<file path="src/rtl/fix_add_pipe.sv">
// Two-stage pipelined signed fixed-point adder/accumulator with a valid/ready handshake and per-lane accumulators.
// Define FIX_ADD_PIPE_SAT_EN for saturating results; otherwise results wrap and overflow is only reported.
module fix_add_pipe #(
    parameter int WIDTH = 32,
    parameter int LANES = 1
) (
    input  logic                     clk,
    input  logic                     rst,
    input  logic                     in_valid,
    output logic                     in_ready,
    input  logic [1:0]               in_op,
    input  logic [LANES*WIDTH-1:0]   in_a,
    input  logic [LANES*WIDTH-1:0]   in_b,
    output logic                     out_valid,
    input  logic                     out_ready,
    output logic [LANES*WIDTH-1:0]   out_sum,
    output logic [LANES-1:0]         out_ovf,
    output logic [LANES-1:0]         ovf_sticky,
    input  logic                     ovf_clr
);

    typedef enum logic [1:0] {
        OP_ADD  = 2'b00,
        OP_SUB  = 2'b01,
        OP_ACC  = 2'b10,
        OP_LOAD = 2'b11
    } op_e;

    // Exact result needs one guard bit; it overflowed when the top two bits differ.
    function automatic logic is_ovf(input logic [WIDTH:0] x);
        return x[WIDTH] ^ x[WIDTH-1];
    endfunction

    function automatic logic [WIDTH-1:0] fit(input logic [WIDTH:0] x);
`ifdef FIX_ADD_PIPE_SAT_EN
        if (is_ovf(x))
            return x[WIDTH] ? {1'b1, {(WIDTH-1){1'b0}}} : {1'b0, {(WIDTH-1){1'b1}}};
        else
            return x[WIDTH-1:0];
`else
        return x[WIDTH-1:0];
`endif
    endfunction

    function automatic logic [WIDTH:0] lane_calc(input op_e op, input logic [WIDTH-1:0] a,
                                                 input logic [WIDTH-1:0] b, input logic [WIDTH-1:0] acc);
        logic [WIDTH:0] a_x;
        logic [WIDTH:0] b_x;
        logic [WIDTH:0] acc_x;
        a_x   = {a[WIDTH-1], a};
        b_x   = {b[WIDTH-1], b};
        acc_x = {acc[WIDTH-1], acc};
        case (op)
            OP_ADD:  return a_x + b_x;
            OP_SUB:  return a_x - b_x;
            OP_ACC:  return acc_x + a_x;
            default: return a_x;
        endcase
    endfunction

    op_e              w_op;
    logic             w_stall;
    logic             w_accept;
    logic             w_acc_upd;
    logic [WIDTH:0]   w_s1_res [LANES];
    logic [LANES-1:0] w_s2_ovf;

    logic             r_s1_valid;
    logic [WIDTH:0]   r_s1_res [LANES];
    logic [WIDTH-1:0] r_acc    [LANES];

    assign w_op      = op_e'(in_op);
    assign w_stall   = out_valid && !out_ready;
    assign in_ready  = !w_stall;
    assign w_accept  = in_valid && in_ready;
    assign w_acc_upd = (w_op == OP_ACC) || (w_op == OP_LOAD);

    always_comb begin
        for (int i = 0; i < LANES; i++)
            w_s1_res[i] = lane_calc(w_op, in_a[i*WIDTH +: WIDTH], in_b[i*WIDTH +: WIDTH], r_acc[i]);
    end

    always_comb begin
        w_s2_ovf = '0;
        for (int i = 0; i < LANES; i++)
            w_s2_ovf[i] = is_ovf(r_s1_res[i]);
    end

    // NOTE: the per-lane accumulators and stage registers are real architectural state, so they are reset
    // explicitly rather than treated as don't-care storage; non-blocking assignments keep every read
    // in this block seeing the pre-edge value.
    always_ff @(posedge clk or posedge rst) begin
        if (rst) begin
            r_s1_valid <= 1'b0;
            r_s1_res   <= '{default: '0};
            r_acc      <= '{default: '0};
            out_valid  <= 1'b0;
            out_sum    <= '0;
            out_ovf    <= '0;
        end else if (!w_stall) begin
            r_s1_valid <= w_accept;
            if (w_accept) begin
                for (int i = 0; i < LANES; i++) begin
                    r_s1_res[i] <= w_s1_res[i];
                    if (w_acc_upd)
                        r_acc[i] <= fit(w_s1_res[i]);
                end
            end
            out_valid <= r_s1_valid;
            if (r_s1_valid) begin
                for (int i = 0; i < LANES; i++)
                    out_sum[i*WIDTH +: WIDTH] <= fit(r_s1_res[i]);
                out_ovf <= w_s2_ovf;
            end
        end
    end

    // Clear takes priority over an overflow landing in stage 2 on the same edge.
    always_ff @(posedge clk or posedge rst) begin
        if (rst)
            ovf_sticky <= '0;
        else if (ovf_clr)
            ovf_sticky <= '0;
        else if (!w_stall && r_s1_valid)
            ovf_sticky <= ovf_sticky | w_s2_ovf;
    end

endmodule

</file>
<file path="config.mk">
export PLATFORM = sky130hd
export DESIGN_NAME = fix_add_pipe
export DESIGN_NICKNAME = d
export VERILOG_FILES = /design/src/rtl/fix_add_pipe.sv
export SDC_FILE = /design/constraint.sdc
export NUM_CORES = 1
export LEC_CHECK = 0
export CORE_UTILIZATION = 40
export DETAILED_ROUTE_END_ITERATION = 7
export PLACE_DENSITY = 0.72
export SLEW_MARGIN = 40
export SYNTH_ARGS = -nofsm -noshare
export SYNTH_HDL_FRONTEND = slang
export SYNTH_SLANG_ARGS = --single-unit
export TNS_END_PERCENT = 100
</file>
<file path="constraint.sdc">
create_clock -name clk -period 3.3 [get_ports clk]
set_input_delay 0.33 -clock clk [delete_from_list [all_inputs] [get_ports clk]]
set_output_delay 0.33 -clock clk [all_outputs]
set_load 0.03 [all_outputs]
</file>
After elaboration in Yosys (flattened, before gate mapping) --
Index checks and enable logic that the tools add are counted.
Storage, ports and cells: bits of input ports 71, flip-flop bits (word level) 101, word-level logic and storage cells 30
Cells by class: $add $sub $neg 3, mux-type cells 3, eq/ne operators 3, reductions and logical operators 11, bitwise operators 3
Operators with widths (count):
- 33-bit one-hot mux with 3 select lines | 1
- 32-bit by 32-bit adder with 33-bit output | 2
- 32-bit by 32-bit subtractor with 33-bit output | 1
- 2-bit equality test (second input constant) | 2
- 2-bit AND reduction | 2
- 1-bit logical AND | 3
- 3-bit AND reduction | 1
- 2-bit by 1-bit equality test with 1-bit output (second input constant) | 1
- 1-bit logical NOT | 2
- 2-bit logical NOT | 1
- 1-bit two-way mux | 2
- 2-bit nonzero test | 1
- 1-bit logical OR | 1
- 1-bit NOT | 1
- 1-bit OR | 1
- 1-bit bitwise XOR | 1

Depth between registers and ports, before layout --
Gate-level depths: netlist of the first run.
depth after elaboration 6, gate-level depth with buffers 20, gate-level depth less buffers 20

Worst setup path after synthesis of the first run --
No wires, ideal clock.
kind input port to flip-flop, from in in_b[0], to reg r_s1_res[32] (netlist name), slack -0.871 ns, path buffers 0, setup time 0.082 ns, stages on the path 19, data arrival time 4.089 ns, path through inv_1 ha_1 or3b_4 nor3_4 nand2_1 nor3_1 nand3_1 a32oi_1 o22ai_1 ha_1 and2_4 and3_1 a221o_1 o31a_1 o2111ai_2 a21oi_2 xor2_1 or3_1 a31oi_1
On the way: longest elaborated chain between the ends 2
RTL lines:
- start, declared | RTL line 13 | input logic [LANES*WIDTH-1:0] in_b,
- 32-bit by 32-bit subtractor with 33-bit output or 32-bit by 32-bit adder with 33-bit output (tied branches) | RTL line 55, 54
- 33-bit one-hot mux with 3 select lines (*) | RTL line 53 | case (op)
- end signal, assigned by index | RTL line 104 | r_s1_res[i] <= w_s1_res[i];
- end, declared | RTL line 69 | logic [WIDTH:0] r_s1_res [LANES];
Mark *: on every way between the ends. The rest lies on a longest branch, timed or not. A chain may end at the register's enable or synchronous reset.

Worst setup path after layout of the first run --
from in in_b[2], to reg r_s1_res[29] (netlist name)
Same word-level chain as after synthesis.

==> results.py, run 1 <==
metrics = {
    "cts": {
        "cts_tree": "built",
        "clk_latency_ps": 360,
        "cts.path.max_buffers": 2,
        "h-tree-depth": 3,
        "clock_sinks": 101,
        "root_buffer": "clkbuf_16",
        "clk_pin_slew_ps": 70,
        "cts_buffers": 9,
    },
    "power_and_ir_drop": {
        "totalPowerFinal_w": 0.00604,
        "comb_power_share_pct": 51.1,
        "ir_drop_mv": 0.363,
        "power_frac_seq_pct": 32.4,
        "swShare_pct": 38.7,
        "powerDensity_mw_per_mm2": 565,
        "power.switching_w": 0.00234,
        "intPower_w": 0.00370,
        "p_leak_nw": 4.86,
        "power.share.clock_pct": 16.5,
    },
    "worst_setup_path": {
        "cp.buffers_inverters": 4,
        "path_class": "in2reg",
        "max_stage_delay_ps": 420,
        "slowest_stage": "or3b_4",
        "crit_path_frequent_cell": "buf_6",
        "required_ps": 3580,
        "path_cells": "clkdlybuf4s15_2 > or3b_4 > nor3_4 > buf_6 > nand3_2 > or3_4 > or3_4 > a32oi_2 > o21ai_1 > ha_2 > buf_6 > buf_6 > a221oi_4 > o21ai_2 > o311ai_2 > a21oi_1 > or3b_1 > a31oi_1",
        "worst_path_dominant_cell_family": "simple AND/OR/NAND/NOR gates",
        "startpoint_type": "primary input",
        "end_kind": "register",
        "worstPathArrival_ps": 4280,
        "path_max_fanout": 4,
    },
    "finish": {
        "n_antenna_cell": 0,
        "drive_gt1_share_pct": 35.8,
        "fin_nets": 1179,
        "final_cells": 1294,
        "area_delta_synth_final_pct": 53.0,
        "final_util_pct": 63.6,
    },
    "sta": {
        "fin_worst_skew_ps": 8.69,
        "hold_viol_final": 0,
        "holdWs_ps": 404,
        "tightest_slew_ps": 629,
        "worst_slack_ps": -702,
        "slew_headroom_pct": 58.0,
        "setup_violations": 41,
        "period_minus_slack_ps": 4000,
        "slew_viol_final": 0,
        "finalCritPeriodShare_pct": 121,
        "rsz0062_at_grt": "yes",
        "clock.fmax_ghz": 0.250,
    },
    "run": {
        "maxCapViolCount": 0,
    },
    "die": {
        "design.core.area_sq_mm": 0.0168,
        "io_pins": 107,
        "die_area_sq_mm": 0.0180,
        "die_x_um": 134,
        "initial_utilization_pct": 41.6,
        "die_h_um": 134,
        "row_count": 47,
    },
    "drt": {
        "via_count": 7243,
        "avgViaCountPerCell": 5.60,
        "wl_per_cell_um": 17.9,
        "first_pass_iters": 6,
        "drt-initial-drc-count": 514,
        "wl_met2_mm": 11.2,
        "wl_mm": 23.2,
        "drc": 0,
        "wl_met3_mm": 1.49,
        "antenna_left": 0,
        "topRoutingLayerUsed": "met4",
        "met1_length_mm": 9.59,
    },
    "place": {
        "routabilityCongestion": 0.907,
        "portBuffers": 106,
        "dp_hpwl_mm": 16.9,
        "dp_cells": 1254,
    },
    "logic_synthesis": {
        "synth-main-ff-cell": "dfrtp_1",
        "synth-edff-count": 0,
        "synth_cell_types": 79,
        "ys_seq_area_share_pct": 36.2,
        "syn-num-nets": 917,
        "synth_seq_cells": 101,
        "syn_area_sq_mm": 0.00699,
        "syn_inst": 809,
        "ys_warn_count": 0,
        "yosysTopAreaCellShare_pct": 36.2,
        "synth_top_area_cell": "dfrtp_1",
        "synth_area_per_cell_sq_um": 8.64,
        "synth.top_cells.by_area": "dfrtp_1 (36%), o21ai_0 (7.3%), ha_1 (6.4%), mux2_2 (6.4%), nand2_1 (5.8%)",
        "async_reset_ff_share_pct": 100,
    },
    "grt": {
        "grt_overflow": 0,
        "antenna_found_initial": 0,
        "grt_max_degree": 53,
        "grt_use_total_pct": 25.7,
        "first_global_vias": 7055,
        "grt_pass1_wl_mm": 35.8,
    },
    "outcome": {
        "violations": "setup timing",
        "status": "finished with violations",
    },
    "hold_path": {
        "hold_class": "in2async",
    },
}
[worst reg2reg max path, cell delays in order, from the launching register on]
cell	delay [ps]
dfrtp_1	360
nand2_1	50
o31a_1	110
o22ai_1	230
ha_1	320
a21oi_1	160
o21ai_1	150
a221o_1	410
o31a_1	300
o2111ai_2	200
a21oi_2	80
xor2_1	170
or3_1	300
a31oi_1	190
[state kept, by name, indices dropped and copies added, names as in the netlist]
register and count:
out_sum 32, r_s1_res 33, r_s1_valid 1, out_ovf 1, out_valid 1, r_acc 32, ovf_sticky 1
[cells in the final DEF, fill, tap and decap left out, types with 16 or more instances in the layout]
cell / Yosys / routed
buf_4: 1 / 161
nand2_1: 108 / 101
dfrtp_1: 101 / 101
clkdlybuf4s50_1: 0 / 85
o21ai_0: 102 / 57
inv_1: 44 / 40
a21oi_1: 56 / 40
nor2_1: 43 / 39
mux2_2: 40 / 34
o21ai_1: 4 / 33
ha_1: 36 / 28
buf_6: 2 / 26
a21oi_2: 1 / 16
o21ai_2: 0 / 16
[power by group through the flow]
| stage | Combinational, W | Clock (W) | Sequential (W) |
|---|---|---|---|
| global route | 0.00331 | 0.00107 | 0.00201 |
| floorplan | 0.00117 | 0 | 0.00231 |
| finish | 0.00308 | 0.000998 | 0.00196 |
| detailed placement | 0.00269 | 0 | 0.00197 |
| global placement | 0.00264 | 0 | 0.00196 |
| CTS | 0.00293 | 0.00102 | 0.00196 |
[metal layers]
| layer | vias up | track usage, % |
|---|---|---|
| met4 | 0 | 11.4 |
| met5 | - | 0 |
| met2 | 320 | 43.8 |
| li1 | 3454 | - |
| met1 | 3395 | 32.1 |
| met3 | 74 | 3.89 |
[final cells by class]
class	count	area [sq um]
flip-flops and latches	101	2530
clock buffers	9	225
well taps	220	275
multi-input cells	617	4830
clock inverters	5	37.5
repair buffers	297	2610
fillers	1385	6120
inverters	45	189
[cells in the mapped netlist, drive strengths merged (17+ instances only)]
| master | count |
|---|---|
| nand2 | 108 |
| o21ai | 106 |
| dfrtp | 101 |
| a21oi | 57 |
| inv | 44 |
| nor2 | 44 |
| mux2 | 40 |
| ha | 36 |
| clkbuf | 34 |
| nor3 | 17 |
| xnor2 | 17 |
[metrics by stage]
stage	instance area, sq um	setup TNS, ps	setup slack (ps)
6_report	10700	-16940	-702
2_1_floorplan	7050	-13820	-756
3_5_place_dp	9480	-61730	-1690
3_3_place_gp	9480	-59210	-1550
5_1_grt	10700	-22860	-888
4_1_cts	10400	-16970	-813
[worst paths after layout]
kind                       cells past startpoint                       end                    start  slack (ps)
min reg2reg                                    2   r_s1_res[7]$_DFFE_PP0P_  r_s1_res[7]$_DFFE_PP0P_         480
max reg2reg                                   13  r_s1_res[32]$_DFFE_PP0P_     r_acc[7]$_DFFE_PP0P_         170
min in group clk                               2   r_s1_res[7]$_DFFE_PP0P_  r_s1_res[7]$_DFFE_PP0P_         480
max                                           18  r_s1_res[29]$_DFFE_PP0P_                  in_b[2]        -700
max in group asynchronous                      3  r_s1_res[25]$_DFFE_PP0P_                      rst        2200
min                                            2    out_sum[3]$_DFFE_PP0P_                      rst         400
[kinds of logic (layout without fill, tap and decap cells)]
group,Yosys count,after routing,share of synthesized area [%]
AO/OA/AOI/OAI,270,270,24.3
AND/OR/NAND/NOR,236,236,16.6
buffers and inverters,91,356,5.41
XOR/XNOR,27,27,3.38
multiplexers,47,47,7.45
flip-flops,101,101,36.2
adder cells (fa/ha/maj),37,37,6.73
[repair_timing]
| action | CTS | global route |
|---|---|---|
| pin swaps | 73 | 91 |
| hold buffers | 0 | 0 |
| endpoints found under the setup margin | 51 | 47 |
| setup buffers | 29 | 14 |
| endpoints found under the hold margin | 0 | 0 |
| gates resized for setup | 180 | 75 |
Power figures use the tool's default switching activity.
==> run 2: changes to the inputs <==
--- a/config.mk
+++ b/config.mk
@@ -5,9 +5,12 @@
 export SDC_FILE = /design/constraint.sdc
 export NUM_CORES = 1
 export LEC_CHECK = 0
+export CELL_PAD_IN_SITES_DETAIL_PLACEMENT = 0
+export CELL_PAD_IN_SITES_GLOBAL_PLACEMENT = 1
+export CORE_MARGIN = 2
 export CORE_UTILIZATION = 40
 export DETAILED_ROUTE_END_ITERATION = 7
-export PLACE_DENSITY = 0.72
+export PLACE_DENSITY = 0.89
 export SLEW_MARGIN = 40
 export SYNTH_ARGS = -nofsm -noshare
 export SYNTH_HDL_FRONTEND = slang
==> results.py, run 2 (synthesis results as in run 1) <==
metrics = {
    "cts": {
        "h-tree-depth": 3,
        "root_buffer": "clkbuf_16",
        "clk_pin_slew_ps": 80,
        "cts_buffers": 9,
        "clk_latency_ps": 370,
        "cts.path.max_buffers": 2,
        "cts_tree": "built",
        "clock_sinks": 101,
        "holdBufCountCts": 0,
    },
    "finish": {
        "drive_gt1_share_pct": 34.6,
        "final_util_pct": 61.5,
        "final_cells": 1300,
        "largest_reg_flops": 33,
        "fin_area_sq_mm": 0.0106,
        "n_antenna_cell": 0,
        "layout_commonest_cell": "buf_4",
        "area_delta_synth_final_pct": 51.2,
        "final_cell_mix": "buf_4 (171), nand2_1 (105), dfrtp_1 (101), clkdlybuf4s50_1 (90), o21ai_0 (59)",
        "top_regs": "r_s1_res x33, out_sum x32, r_acc x32",
        "regMostFlops": "r_s1_res",
        "fin_nets": 1178,
    },
    "sta": {
        "slew_viol_final": 0,
        "setup_violations": 41,
        "tightest_slew_ps": 774,
        "period_minus_slack_ps": 4030,
        "finalSetupTns_ps": -18190,
        "clock.fmax_ghz": 0.248,
        "fin_worst_skew_ps": 13.9,
        "rsz0062_at_grt": "yes",
        "slew_headroom_pct": 48.1,
        "worst_slack_ps": -735,
        "finalCritPeriodShare_pct": 122,
        "hold_viol_final": 0,
    },
    "power_and_ir_drop": {
        "power.share.clock_pct": 18.0,
        "power_frac_seq_pct": 32.2,
        "comb_power_share_pct": 49.8,
        "powerDensity_mw_per_mm2": 575,
        "swShare_pct": 39.1,
        "power.switching_w": 0.00238,
        "ir_drop_mv": 0.354,
        "p_leak_nw": 4.77,
        "intPower_w": 0.00370,
    },
    "die": {
        "initial_utilization_pct": 40.7,
        "die_area_sq_mm": 0.0185,
        "die_x_um": 136,
        "design.core.area_sq_mm": 0.0172,
        "io_pins": 107,
        "row_count": 48,
        "die_h_um": 136,
    },
    "worst_setup_path": {
        "path_max_fanout": 5,
        "end_kind": "register",
        "required_ps": 3580,
        "worstPathArrival_ps": 4310,
        "startpoint_type": "primary input",
        "max_stage_delay_ps": 440,
        "path_class": "in2reg",
        "worst_path_dominant_cell_family": "simple AND/OR/NAND/NOR gates",
        "cp.buffers_inverters": 5,
        "path_cells": "clkdlybuf4s15_1 > or3b_4 > nor3_4 > nand3_2 > buf_6 > buf_4 > buf_4 > a32oi_2 > o22ai_1 > ha_1 > nand4_1 > nor3_2 > a22oi_2 > a21oi_2 > o311ai_2 > buf_4 > nand3_2 > or3b_1 > a31oi_1",
        "crit_path_frequent_cell": "buf_4",
        "slowest_stage": "or3b_4",
    },
    "drt": {
        "wl_mm": 23.5,
        "wl_per_cell_um": 18.1,
        "drc": 0,
        "drt-initial-drc-count": 687,
        "antenna_left": 0,
        "avgViaCountPerCell": 5.63,
        "via_count": 7323,
        "first_pass_iters": 5,
    },
    "outcome": {
        "violations": "setup timing",
        "status": "finished with violations",
    },
    "grt": {
        "antenna_found_initial": 0,
        "grt_max_degree": 60,
        "grt_overflow": 0,
        "grt_pass1_wl_mm": 36.6,
        "first_global_vias": 7124,
        "grt_use_total_pct": 25.3,
    },
    "place": {
        "routabilityCongestion": 0.950,
        "dp_cells": 1258,
        "portBuffers": 106,
        "dpl-instance-area_sq_mm": 0.00947,
        "dp_hpwl_mm": 16.7,
        "place_ws_ps": -1720,
    },
    "run": {
        "maxCapViolCount": 0,
    },
    "hold_path": {
        "hold_class": "in2async",
    },
}
==> run 2: changes by cell type in the layout (fill, tap and decap cells not counted), sizes merged <==
cell,change
inv,+1
clkinvlp,-2
dlygate4sd2,+1
buf,-6
clkinv,+3
clkdlybuf4s50,+5
clkbuf,-1
==> run 2: final timing paths <==
check                                         from                        to  slack, ps  cells past startpoint
setup / recovery                           in_b[3]  r_s1_res[29]$_DFFE_PP0P_       -730                     19
hold / removal                                 rst       out_ovf$_DFFE_PP0P_        360                      2
setup reg to reg              r_acc[1]$_DFFE_PP0P_  r_s1_res[29]$_DFFE_PP0P_         10                     13
hold reg to reg            r_s1_res[7]$_DFFE_PP0P_   r_s1_res[7]$_DFFE_PP0P_        470                      2
max in group asynchronous                      rst     r_acc[31]$_DFFE_PP0P_       2230                      3
min in group clk           r_s1_res[7]$_DFFE_PP0P_   r_s1_res[7]$_DFFE_PP0P_        470                      2
==> run 2: layout make-up <==
type / instances / area (sq um)
fill: 1424 / 6610
inverter: 45 / 189
tap: 225 / 282
timing repair buffer: 296 / 2580
clock inverter: 7 / 77.6
multi-input combinational: 617 / 4680
clock buffer: 9 / 225
sequential: 101 / 2530
==> run 2: metal layers <==
| metal | track usage, % | up-vias | part of all wire [%] |
|---|---|---|---|
| li1 | - | 3464 | - |
| met1 | 32.5 | 3530 | 42 |
| met2 | 43.7 | 266 | 49 |
| met3 | 3.54 | 63 | 5.6 |
| met4 | 8.62 | 0 | 3.1 |
| met5 | 0 | - | 0 |
==> run 2: power groups by stage <==
stage	combinational [W]	sequential [W]	clock, W
floorplan	0.00117	0.00231	0
global placement	0.00265	0.00196	0
detailed placement	0.00270	0.00197	0
CTS	0.00286	0.00196	0.00111
global route	0.00326	0.00202	0.00115
finish	0.00302	0.00196	0.00110
==> run 2: what timing repair did <==
action                     in CTS  in global routing
setup endpoints to repair      51                 47
buffers inserted               21                 15
resized for setup             134                 66
pin swaps                      56                 74
==> run 2: stage by stage <==
step	power (W)	hold slack, ps
2_1_floorplan	0.00348	393
3_5_place_dp	0.00467	466
3_3_place_gp	0.00460	457
4_1_cts	0.00593	386
5_1_grt	0.00643	414
6_report	0.00608	361
==> run 3: changes to the inputs <==
--- a/config.mk
+++ b/config.mk
@@ -5,6 +5,7 @@
 export SDC_FILE = /design/constraint.sdc
 export NUM_CORES = 1
 export LEC_CHECK = 0
+export CAP_MARGIN = 30
 export CELL_PAD_IN_SITES_DETAIL_PLACEMENT = 0
 export CELL_PAD_IN_SITES_GLOBAL_PLACEMENT = 1
 export CORE_MARGIN = 2
==> results of run 3 <==
Final layout, timing and power as in run 2 (identical DEF).
